--- src/rtl/control_sequencer.sv ---
// Hardwired control sequencer: fetch / decode IR[31:27] / execute, one control step per Clock.
// Latency: Moore outputs valid the cycle the state is entered; R/imm/ldi 6, ld/st 8, br 7, nop 4 cycles.
// Backpressure: Read/Write states stall on mem_ack; ACK_TIMEOUT cycles without ack parks in HALTED.
module control_sequencer #(
  parameter int OPW         = 5,
  parameter int ACK_TIMEOUT = 15
) (
  input  logic           Clock,
  input  logic           clear,
  input  logic [31:0]    IR,
  input  logic           CON,
  input  logic           mem_ack,
  output logic           Gra,
  output logic           Grb,
  output logic           Grc,
  output logic           Rin,
  output logic           Rout,
  output logic           BAout,
  output logic           PCout,
  output logic           Zlowout,
  output logic           Zhighout,
  output logic           MDRout,
  output logic           Cout,
  output logic           PCin,
  output logic           IRin,
  output logic           MARin,
  output logic           MDRin,
  output logic           Yin,
  output logic           Zin,
  output logic           CONin,
  output logic           IncPC,
  output logic           Read,
  output logic           Write,
  output logic [OPW-1:0] opcode,
  output logic           Run,
  output logic           mem_err,
  output logic           illegal
);

  localparam int CW = $clog2(ACK_TIMEOUT + 1);

  localparam logic [OPW-1:0] OP_LD   = OPW'(5'b00000);
  localparam logic [OPW-1:0] OP_LDI  = OPW'(5'b00001);
  localparam logic [OPW-1:0] OP_ST   = OPW'(5'b00010);
  localparam logic [OPW-1:0] OP_ADD  = OPW'(5'b00011);
  localparam logic [OPW-1:0] OP_SUB  = OPW'(5'b00100);
  localparam logic [OPW-1:0] OP_AND  = OPW'(5'b00101);
  localparam logic [OPW-1:0] OP_OR   = OPW'(5'b00110);
  localparam logic [OPW-1:0] OP_ADDI = OPW'(5'b01100);
  localparam logic [OPW-1:0] OP_ANDI = OPW'(5'b01101);
  localparam logic [OPW-1:0] OP_ORI  = OPW'(5'b01110);
  localparam logic [OPW-1:0] OP_BR   = OPW'(5'b10010);
  localparam logic [OPW-1:0] OP_NOP  = OPW'(5'b11010);
  localparam logic [OPW-1:0] OP_HALT = OPW'(5'b11011);

  typedef enum logic [3:0] {
    S_RESET  = 4'd0,
    S_T0     = 4'd1,
    S_T1     = 4'd2,
    S_T2     = 4'd3,
    S_T3     = 4'd4,
    S_T4     = 4'd5,
    S_T5     = 4'd6,
    S_T6     = 4'd7,
    S_T7     = 4'd8,
    S_HALTED = 4'd9
  } state_t;

  state_t        r_state;
  state_t        w_next;
  logic [CW-1:0] r_ack_cnt;
  logic          r_mem_err;

  logic [OPW-1:0] w_op;
  logic           w_unused_ir;
  logic           w_is_rtype;
  logic           w_is_imm;
  logic           w_is_ldi;
  logic           w_is_ld;
  logic           w_is_st;
  logic           w_is_br;
  logic           w_is_nop;
  logic           w_is_halt;
  logic           w_legal;
  logic           w_mem_state;
  logic           w_ack_timeout;

  // Register fields below the opcode feed the datapath's select-and-encode logic, not us.
  assign w_op        = IR[31 -: OPW];
  assign w_unused_ir = ^IR[31-OPW:0];

  assign w_is_rtype = (w_op == OP_ADD) || (w_op == OP_SUB) || (w_op == OP_AND) || (w_op == OP_OR);
  assign w_is_imm   = (w_op == OP_ADDI) || (w_op == OP_ANDI) || (w_op == OP_ORI);
  assign w_is_ldi   = (w_op == OP_LDI);
  assign w_is_ld    = (w_op == OP_LD);
  assign w_is_st    = (w_op == OP_ST);
  assign w_is_br    = (w_op == OP_BR);
  assign w_is_nop   = (w_op == OP_NOP);
  assign w_is_halt  = (w_op == OP_HALT);
  assign w_legal    = w_is_rtype | w_is_imm | w_is_ldi | w_is_ld | w_is_st |
                      w_is_br | w_is_nop | w_is_halt;

  // States that strobe Read or Write and therefore wait for mem_ack.
  assign w_mem_state = (r_state == S_T1) ||
                       ((r_state == S_T6) && w_is_ld) ||
                       ((r_state == S_T7) && w_is_st);

  // The counter holds the number of cycles already spent waiting, so the fault fires in the
  // ACK_TIMEOUT-th cycle of a wait that still has no ack.
  assign w_ack_timeout = w_mem_state && !mem_ack && (r_ack_cnt == CW'(ACK_TIMEOUT - 1));

  assign mem_err = r_mem_err;

  // State register; clear forces RESET at once, even in the middle of a memory wait.
  always_ff @(posedge Clock or negedge clear) begin
    if (!clear) begin
      r_state <= S_RESET;
    end else begin
      r_state <= w_next;
    end
  end

  // Ack wait counter: restarts on every state change, advances only while a memory state stalls.
  always_ff @(posedge Clock or negedge clear) begin
    if (!clear) begin
      r_ack_cnt <= '0;
    end else if (w_next != r_state) begin
      r_ack_cnt <= '0;
    end else if (w_mem_state) begin
      r_ack_cnt <= r_ack_cnt + CW'(1);
    end
  end

  // Sticky memory-timeout flag, cleared only by clear.
  always_ff @(posedge Clock or negedge clear) begin
    if (!clear) begin
      r_mem_err <= 1'b0;
    end else if (w_ack_timeout) begin
      r_mem_err <= 1'b1;
    end
  end

  // Next-state sequencing per instruction class.
  always_comb begin
    w_next = r_state;
    case (r_state)
      S_RESET: w_next = S_T0;
      S_T0:    w_next = S_T1;
      S_T1: begin
        if (mem_ack)            w_next = S_T2;
        else if (w_ack_timeout) w_next = S_HALTED;
      end
      S_T2: w_next = S_T3;
      S_T3: begin
        if (w_is_halt)
          w_next = S_HALTED;
        else if (w_is_rtype || w_is_imm || w_is_ldi || w_is_ld || w_is_st || w_is_br)
          w_next = S_T4;
        else
          w_next = S_T0;  // nop and undefined opcodes
      end
      S_T4: w_next = S_T5;
      S_T5: begin
        if (w_is_ld || w_is_st || w_is_br) w_next = S_T6;
        else                               w_next = S_T0;
      end
      S_T6: begin
        if (w_is_ld) begin
          if (mem_ack)            w_next = S_T7;
          else if (w_ack_timeout) w_next = S_HALTED;
        end else if (w_is_st) begin
          w_next = S_T7;
        end else begin
          w_next = S_T0;
        end
      end
      S_T7: begin
        if (w_is_st) begin
          if (mem_ack)            w_next = S_T0;
          else if (w_ack_timeout) w_next = S_HALTED;
        end else begin
          w_next = S_T0;
        end
      end
      S_HALTED: w_next = S_HALTED;
      default:  w_next = S_RESET;
    endcase
  end

  // Control-step decode. opcode is only driven in cycles where the ALU result is captured
  // (Zin high); address and PC arithmetic force add.
  always_comb begin
    Gra      = 1'b0;
    Grb      = 1'b0;
    Grc      = 1'b0;
    Rin      = 1'b0;
    Rout     = 1'b0;
    BAout    = 1'b0;
    PCout    = 1'b0;
    Zlowout  = 1'b0;
    Zhighout = 1'b0;
    MDRout   = 1'b0;
    Cout     = 1'b0;
    PCin     = 1'b0;
    IRin     = 1'b0;
    MARin    = 1'b0;
    MDRin    = 1'b0;
    Yin      = 1'b0;
    Zin      = 1'b0;
    CONin    = 1'b0;
    IncPC    = 1'b0;
    Read     = 1'b0;
    Write    = 1'b0;
    opcode   = '0;
    illegal  = 1'b0;
    Run      = (r_state != S_RESET) && (r_state != S_HALTED);
    case (r_state)
      S_T0: begin
        PCout  = 1'b1;
        MARin  = 1'b1;
        IncPC  = 1'b1;
        Zin    = 1'b1;
        opcode = OP_ADD;
      end
      S_T1: begin
        Zlowout = 1'b1;
        PCin    = 1'b1;
        Read    = 1'b1;
        MDRin   = mem_ack;
      end
      S_T2: begin
        MDRout = 1'b1;
        IRin   = 1'b1;
      end
      S_T3: begin
        illegal = !w_legal;
        if (w_is_rtype || w_is_imm) begin
          Grb  = 1'b1;
          Rout = 1'b1;
          Yin  = 1'b1;
        end else if (w_is_ldi || w_is_ld || w_is_st) begin
          Grb   = 1'b1;
          BAout = 1'b1;
          Yin   = 1'b1;
        end else if (w_is_br) begin
          Gra   = 1'b1;
          Rout  = 1'b1;
          CONin = 1'b1;
        end
      end
      S_T4: begin
        if (w_is_rtype) begin
          Grc    = 1'b1;
          Rout   = 1'b1;
          Zin    = 1'b1;
          opcode = w_op;
        end else if (w_is_imm) begin
          Cout   = 1'b1;
          Zin    = 1'b1;
          opcode = w_op;
        end else if (w_is_ldi || w_is_ld || w_is_st) begin
          Cout   = 1'b1;
          Zin    = 1'b1;
          opcode = OP_ADD;
        end else if (w_is_br) begin
          PCout = 1'b1;
          Yin   = 1'b1;
        end
      end
      S_T5: begin
        if (w_is_rtype || w_is_imm || w_is_ldi) begin
          Zlowout = 1'b1;
          Gra     = 1'b1;
          Rin     = 1'b1;
        end else if (w_is_ld || w_is_st) begin
          Zlowout = 1'b1;
          MARin   = 1'b1;
        end else if (w_is_br) begin
          Cout   = 1'b1;
          Zin    = 1'b1;
          opcode = OP_ADD;
        end
      end
      S_T6: begin
        if (w_is_ld) begin
          Read  = 1'b1;
          MDRin = mem_ack;
        end else if (w_is_st) begin
          Gra   = 1'b1;
          Rout  = 1'b1;
          MDRin = 1'b1;
        end else if (w_is_br) begin
          // Branch target is committed only when the condition holds this cycle.
          Zlowout = CON;
          PCin    = CON;
        end
      end
      S_T7: begin
        if (w_is_ld) begin
          MDRout = 1'b1;
          Gra    = 1'b1;
          Rin    = 1'b1;
        end else if (w_is_st) begin
          Write = 1'b1;
        end
      end
      default: ;
    endcase
  end

endmodule

--- config.mk ---
export PLATFORM = sky130hd
export DESIGN_NAME = control_sequencer
export DESIGN_NICKNAME = d
export VERILOG_FILES = /design/src/rtl/control_sequencer.sv
export SDC_FILE = /design/constraint.sdc
export NUM_CORES = 1
export LEC_CHECK = 0
export CAP_MARGIN = 20
export CORE_UTILIZATION = 40
export CTS_BUF_LIST = sky130_fd_sc_hd__clkbuf_8
export DETAILED_ROUTE_END_ITERATION = 10
export PLACE_DENSITY_LB_ADDON = 0.05
export SYNTH_ARGS = -nofsm -noshare
export SYNTH_HDL_FRONTEND = slang
export SYNTH_SLANG_ARGS = --single-unit
--- constraint.sdc ---
create_clock -name Clock -period 3.2 [get_ports Clock]
set_input_delay 0.96 -clock Clock [delete_from_list [all_inputs] [get_ports Clock]]
set_output_delay 0.96 -clock Clock [all_outputs]
set_load 0.02 [all_outputs]
# Yosys cells after proc, flatten, opt, wreduce, memory -nomap -nowiden
# Index checks and enable logic that the tools add are counted.
[word_totals]
in_bits = 36
reg_bits = 9
out_inout_bits = 29
wordCells = 129
[classes]
n_reduce_logical = 27
muxes = 67
n_bitwise = 7
n_eq_ne = 24
addsub = 1
[op_table]
columns = ["cell", "n"]
rows = [
  ["two-way mux 4 bit", 10],
  ["case mux 4 bit (10 select lines)", 1],
  ["two-way mux 1 bit", 34],
  ["case mux 1 bit (2 select lines)", 9],
  ["== test 4 x 3 -> 1 bit, second input constant", 4],
  ["logical OR 1 bit", 16],
  ["== test 5 x 3 -> 1 bit, second input constant", 3],
  ["== test 5 x 4 -> 1 bit, second input constant", 3],
  ["== test 5 bit, second input constant", 3],
  ["case mux 5 bit (3 select lines)", 1],
  ["== test 4 bit, second input constant", 3],
  ["== test 5 x 2 -> 1 bit, second input constant", 2],
  ["two-way mux 5 bit", 2],
  ["case mux 1 bit (3 select lines)", 3],
  ["== test 4 x 2 -> 1 bit, second input constant", 2],
  ["two-way mux 2 bit", 4],
  ["bitwise OR 1 bit", 7],
  ["two-way mux 3 bit", 2],
  ["== test 5 x 1 -> 1 bit, second input constant", 1],
  ["logical AND 1 bit", 5],
  ["zero test 5 bit", 1],
  ["adder 4 x 1 -> 4 bit, second input constant", 1],
  ["== test 4 x 1 -> 1 bit, second input constant", 1],
  ["zero test 4 bit", 1],
  ["6 further kinds", 7],
]

# Longest topological paths before layout
[depth]
depth_word = 14
mapped_depth = 8
depth_no_buf = 8

# Worst setup path before layout
# OpenSTA, ideal clock, no wires.
[synth_timing]
path_type = "input to output"
start = "input IR[31]"
end = "output Rout"
t_arrival_ns = 2.471
path_stages = 4
t_required_ns = 2.240
slack_ns = -0.231
path_buffers = 2
path_cell_list = "clkbuf_1 buf_1 nor4_1 a311o_1"
[synth_between]
elab_chain_len = 7
elab_cells_between_ends = 26
cone_classes = "eq/ne (10); mux (7); reduce/logical (9)"
[synth_lines]
columns = ["item", "line_no", "text"]
rows = [
  ["start: declaration", "10", "input logic [31:0] IR,"],
  ["== test 5 x 2 -> 1 bit / == test 5 x 3 -> 1 bit (equally long branches)", "92", "assign w_is_rtype = (w_op == OP_ADD) || (w_op == OP_SUB) || (w_op == OP_AND) || (w_op == OP_OR);"],
  ["logical OR 1 bit (3 in series)", "92", ""],
  ["logical OR 1 bit", "237", "if (w_is_rtype || w_is_imm) begin"],
  ["two-way mux 1 bit", "237", ""],
  ["case mux 1 bit (3 select lines) (*)", "217", "case (r_state)"],
  ["end: declaration", "17", "output logic Rout,"],
]
# Every way passes the cells marked *; elsewhere a longest branch is shown, timed or not.

# Worst setup path after layout
[layout_timing]
start = "input IR[28]"
end = "output opcode[1]"
[layout_between]
elab_chain_len = 8
elab_cells_between_ends = 28
cone_classes = "eq/ne (10); mux (7); reduce/logical (11)"
[layout_lines]
columns = ["item", "line_no", "text"]
rows = [
  ["== test 5 x 2 -> 1 bit / == test 5 x 3 -> 1 bit (equally long branches)", "92", ""],
  ["logical OR 1 bit (3 in series)", "92", ""],
  ["logical OR 1 bit (2 in series)", "271", "if (w_is_rtype || w_is_imm || w_is_ldi) begin"],
  ["two-way mux 2 bit", "271", ""],
  ["case mux 5 bit (3 select lines) (*)", "217", ""],
  ["end: declaration", "34", "output logic [OPW-1:0] opcode,"],
]
# Marks and branches as above.

==> flow_summary_export.csv <==
group,metric,value,unit
layout,fin_nets,260,
critical_path,worstPathArrival,2.23,ns
layout,postLayoutCoreUtil,0.679,
route,dr.pass1.iters,4,
synth,synth_edf_count,0,
synth,async_reset_ff_frac,1.00,
min_path,holdPathEnd,"mem_err$_DFFE_PN0P_",
critical_path,worstSetupPathType,"input pin to output pin",
global_routing,grt_antenna_before_repair,0,
pwr,p_leak,0.000865,uW
synth,syn_inst,158,
min_path,min-delay-start,"mem_err$_DFFE_PN0P_",
place,place_area,0.00175,mm^2
sta,tns,0,ns
critical_path,reg2reg_from,"r_state[0]$_DFF_PN0_",
status,status,"finished clean",
global_routing,gr-total-overflow,0,
critical_path,crit_path_start_kind,"input pin",
synth,ys_seq_area_frac,0.196,
die,dieArea,0.00309,mm^2
critical_path,cp-end-kind,"output pin",
sta,finalCriticalPeriod,3.19,ns
sta,hold_viol_final,0,
synth,ys.flop_type,"dfrtp_1",
die,core_area,0.00273,mm^2
critical_path,worst_r2r_endpoint,"r_ack_cnt[0]$_DFFE_PN0P_",
route,ant_nets,0,
route,drc,0,
layout,final_layout_size_suffix_gt1_frac,0.357,
place,place.gp.congestion,0.953,
synth,synth_area_per_cell,7.26,um^2
synth,ys_warn_count,0,
die,die_w,55.6,um
synth,synth-seq-cells,9,
clock_tree,tritoncts,"yes",
route,wire_per_inst,14.7,um
critical_path,reg2reg_depth,8,
min_path,holdCritPathClass,"register to register",
die,fp.dieH,55.6,um
clock_tree,clockBufferDepth,2,
critical_path,required,2.24,ns
route,routed_wl,3700,um
clock_tree,path_clk_slew,0.04,ns
sta,hold_ws,0.484,ns
layout,finalInstanceArea,0.00186,mm^2
sta,fmax,313,MHz
place,port_buffers,35,
sta,period_share,0.997,
sta,setup_ws,0.00973,ns
die,ios,65,
clock_tree,cts_made_buffers,3,
clock_tree,clk_latency,0.23,ns
die,rows,19,
layout,final_common_cell,"buf_4",
place,hpwl,2950,um
sta,skew,0.000405,ns
die,start_util,0.420,
layout,layout_common_cells,"40 x buf_4, 19 x nor2_1, 12 x nand2_1",
layout,diodes,0,
layout,fillers,258,
route,vias,1429,
critical_path,critPathMaxFanout,4,
critical_path,r2r_setup_slack,0.93,ns
route,drt-initial-drc-count,45,
min_path,whs_path_depth,1,
route,viasPerCell,5.67,
sta,maxSlewHeadroom,0.605,
sta,setup-violations-final,0,
sta,maxSlewViolCount,0,
global_routing,grt.total_usage,0.244,
clock_tree,cts_max_level,1,
sta,rsz0062_at_grt,"true",
global_routing,grt_pass1_wl,6070,um
pwr,ir_drop,0.586,mV
synth,netlist_area,0.00115,mm^2
clock_tree,cts_sinks,9,
synth,netlist-cell-type-count,51,
global_routing,grt_max_degree,13,
layout,area_delta_synth_final,61.7,%
sta,tightest_slew,0.586,ns
clock_tree,cts.hold.buffers_added,0,
job,maxCapViolations,0,
clock_tree,ctsRootBufferMaster,"clkbuf_8",
global_routing,grt_pass1_vias,1393,
place,place_ws,-0.855,ns
pwr,powerDensity,616,mW/mm^2
-- cells in the mapped netlist, types with 2 or more instances --
cell type  count  area [um^2]
o21ai_0        9         45.0
o21bai_1       2         15.0
and2_1         3         18.8
nand3_1       12         60.1
and4b_1        2         20.0
and3_1         3         18.8
o221ai_1       2         17.5
buf_4          2         15.0
o21a_1         2         15.0
mux2i_1        2         20.0
nor2b_1        3         18.8
a21oi_1        6         30.0
nand2_1       12         45.0
clkbuf_1       5         18.8
nor3_1         7         35.0
xnor2_1        6         52.6
a31oi_1        4         25.0
or4b_1         2         20.0
o22ai_1        3         18.8
buf_2          5         25.0
or3_1          2         12.5
ha_1           2         25.0
inv_1          8         30.0
dfrtp_1        9          225
nor2_1        19         71.3
-- stage by stage --
stage | cells | power, uW
after global routing | 252 | 1220
after global placement | 246 | 1010
after floorplan | 159 | 655
after CTS | 250 | 1120
final | 252 | 1140
after detailed placement | 246 | 1030
-- power breakdown --
group	total (uW)	switching (uW)	internal, uW	leakage, uW
registers	166	27.5	138	0.000120
clock network	124	40.5	83.1	0.0000269
logic	853	474	379	0.000718
total	1140	542	600	0.000865
-- repair_timing --
item                                    CTS  global route
gates cloned                              0             0
endpoints found under the setup margin   23            12
endpoints found under the hold margin     0             0
pin swaps                                 2             2
setup buffers                             0             2
gates resized for setup                  93            13
-- area by class of cell --
class                           count  area, um^2  share of cell area
Sequential cell                     9         225               0.121
Tap cell                           31        38.8              0.0209
Multi-Input combinational cell    128         925               0.498
Clock inverter                      1        3.75             0.00202
Inverter                            8        30.0              0.0162
Clock buffer                        3        41.3              0.0223
Timing Repair Buffer               72         592               0.319
-- worst max-delay path: stages --
cell             delay, ns
clkdlybuf4s15_2       0.21
and3_4                0.18
or3_4                 0.37
o21a_4                0.22
a31oi_2               0.13
buf_4                 0.16
-- how the worst max path moves through the flow --
stage,to,cells past startpoint,startpoint,slack (ns)
5_1_grt,opcode[1],6,IR[28],-0.04
3_5_place_dp,opcode[1],7,IR[29],-0.85
4_1_cts,opcode[1],6,IR[28],0.003
3_3_place_gp,opcode[1],7,IR[29],-0.83
2_1_floorplan,Gra,5,IR[31],-0.02
6_report,opcode[1],6,IR[28],0.01
-- registers in the layout, indices dropped and copies added (netlist names) --
name / cells
r_ack_cnt: 4
r_state: 4
mem_err: 1
-- cells by family after synthesis --
kind of cell / after synthesis / synth area share
other cells: 1 / 0.00327
flops: 9 / 0.196
simple gates: 76 / 0.382
buf+inv: 22 / 0.0850
compound gates: 39 / 0.239
mux: 3 / 0.0273
xor+xnor: 6 / 0.0458
fa+ha+maj: 2 / 0.0218
-- metal layers --
metal	up-vias	wire length, um	GRT usage
li1	698	-	-
met1	677	1610	0.307
met2	48	1860	0.418
met4	0	49	0.0893
met5	-	0	0
met3	6	177	0.0422
Note: power is estimated with default switching activity, not from simulation.
==> RTL change: new RTL, same flow settings <==
Set the parameter `ACK_TIMEOUT` to 14 (it was 15).
--- a/src/rtl/control_sequencer.sv
+++ b/src/rtl/control_sequencer.sv
@@ -3,7 +3,7 @@
 // Backpressure: Read/Write states stall on mem_ack; ACK_TIMEOUT cycles without ack parks in HALTED.
 module control_sequencer #(
   parameter int OPW         = 5,
-  parameter int ACK_TIMEOUT = 15
+  parameter int ACK_TIMEOUT = 14
 ) (
   input  logic           Clock,
   input  logic           clear,
Formal check against the unedited RTL: no difference found for any inputs over 10 cycles, from zero or initial values; that may be too few to reach the edited logic, so the function may still have changed.
==> RTL change against the original RTL <==
  * Register-to-register slack gained 0.08 ns
  * Sequential cell count is the same
  * Synthesized area grew 21%
  * Sequential share of layout area shrank 1.5 points
  * Critical path type unchanged
  * Total power grew 5.6%
  * Clock power grew 3%
  * Largest power group unchanged
  * Global-route usage grew 1.4 points
  * Die area grew 20%
  * Cell area grew 14%
  * Worst setup slack gained 0.043 ns
  * Wire length grew 21%
==> RTL change: results (changes against the original RTL) <==
- Status: complete, no violations
- Register area share after synthesis: 16.22% (-3.4 points)
- Post-synthesis xor/xnor area fraction: 1.892% (-2.7 points)
- Area after DPL: 0.002029 sq mm (+16%)
- FF-to-FF setup slack: 1.01 ns (+0.08 ns)
- Multi-input logic area: 0.001114 sq mm (+20%)
- Hold path startpoint: mem_err$_DFFE_PN0P_
- Critical R2R Launch: r_state[3]$_DFF_PN0_
- Crit-path max FO: 5 (+1)
- Vias in the first global route: 1,481 (+6.3%)
- Total Wirelength: 4477 microns (+21%)
- CP max-delay cell: dlygate4sd2_1
- Post-synth top area share: 16.22% (-3.4 points)
- Sequential cell count: 9 (unchanged)
- Final Skew: 0.0002524 ns (-0.0001530 ns)
- Compound-gate portion of the synthesized area: 27.03% (+3.1 points)
- Clk cell area share: 2.135% (-0.29 points)
- Nonclk inv count: 6 (-2)
- Non-clk buf share: 30.61% (-1.3 points)
- Via count: 1,634 (+14%)
- Detailed Route Iter0 Violations: 100 (+120%)
- PostCTS Resize Cnt: 112 (+20%)
- DP HPWL: 3527 microns (+19%)
- Max incr delay on CP: 0.32 ns (-0.05 ns)
- Largest net degree at the start of global routing: 16 (+3)
- Most frequent cells after synthesis: o21ai_0 (14), a21oi_1 (11), nor2_1 (10)
- Final non-filler cell total: 293 (+16%)
- Syn Inst Count: 181 (+15%)
- Worst r2r dst: r_ack_cnt[1]$_DFFE_PN0P_
- Share of cells above drive strength 1: 42.51% (+6.8 points)
- Non-clk bufs: 82 (+14%)
- Unique masters post-synth: 58 (+14%)
- Hold WS: 0.4764 ns (-0.007103 ns)
- First-pass GRT wire length: 7058 microns (+16%)
- Gr usage total: 25.88% (+1.4 points)
- Rows: 21 (+2)
- Worst Setup Slack post-DPL: -0.9070 ns (-0.05231 ns)
- Synth top area cells: dfrtp_1 (16%), o21ai_0 (5.0%), buf_6 (4.1%)
- Leakage: 0.9255 nW (+6.9%)
- Post-Synth Adder-Cell Area: 1.802% (-0.38 points)
[RTL change: worst max-delay path, delay by kind of cell]
| kind | cells | cell delay (ns) |
|---|---|---|
| buffers and inverters | 4 | 0.73 |
| and+or+nand+nor | 3 | 0.49 |
[RTL change: metal layers]
layer	vias to the layer above	track usage [%]
met5	-	0
li1	797	-
met2	76	39.87
met1	759	37.76
met3	2	5.970
met4	0	3.247
[RTL change: worst max path at each step]
stage	startpoint	end	slack [ns]	cells past startpoint
4_1_cts	IR[28]	Rout	0.0004	7
3_3_place_gp	IR[27]	opcode[1]	-0.86	7
3_5_place_dp	IR[27]	opcode[0]	-0.91	7
5_1_grt	IR[27]	Zin	-0.01	7
2_1_floorplan	IR[29]	Rout	-0.05	6
6_report	IR[27]	CONin	0.05	7
[RTL change: power breakdown]
part           internal [mW]  switching [mW]  total [mW]
combinational          0.400           0.500       0.899
sequential             0.139          0.0403       0.179
clock                 0.0835          0.0446       0.128
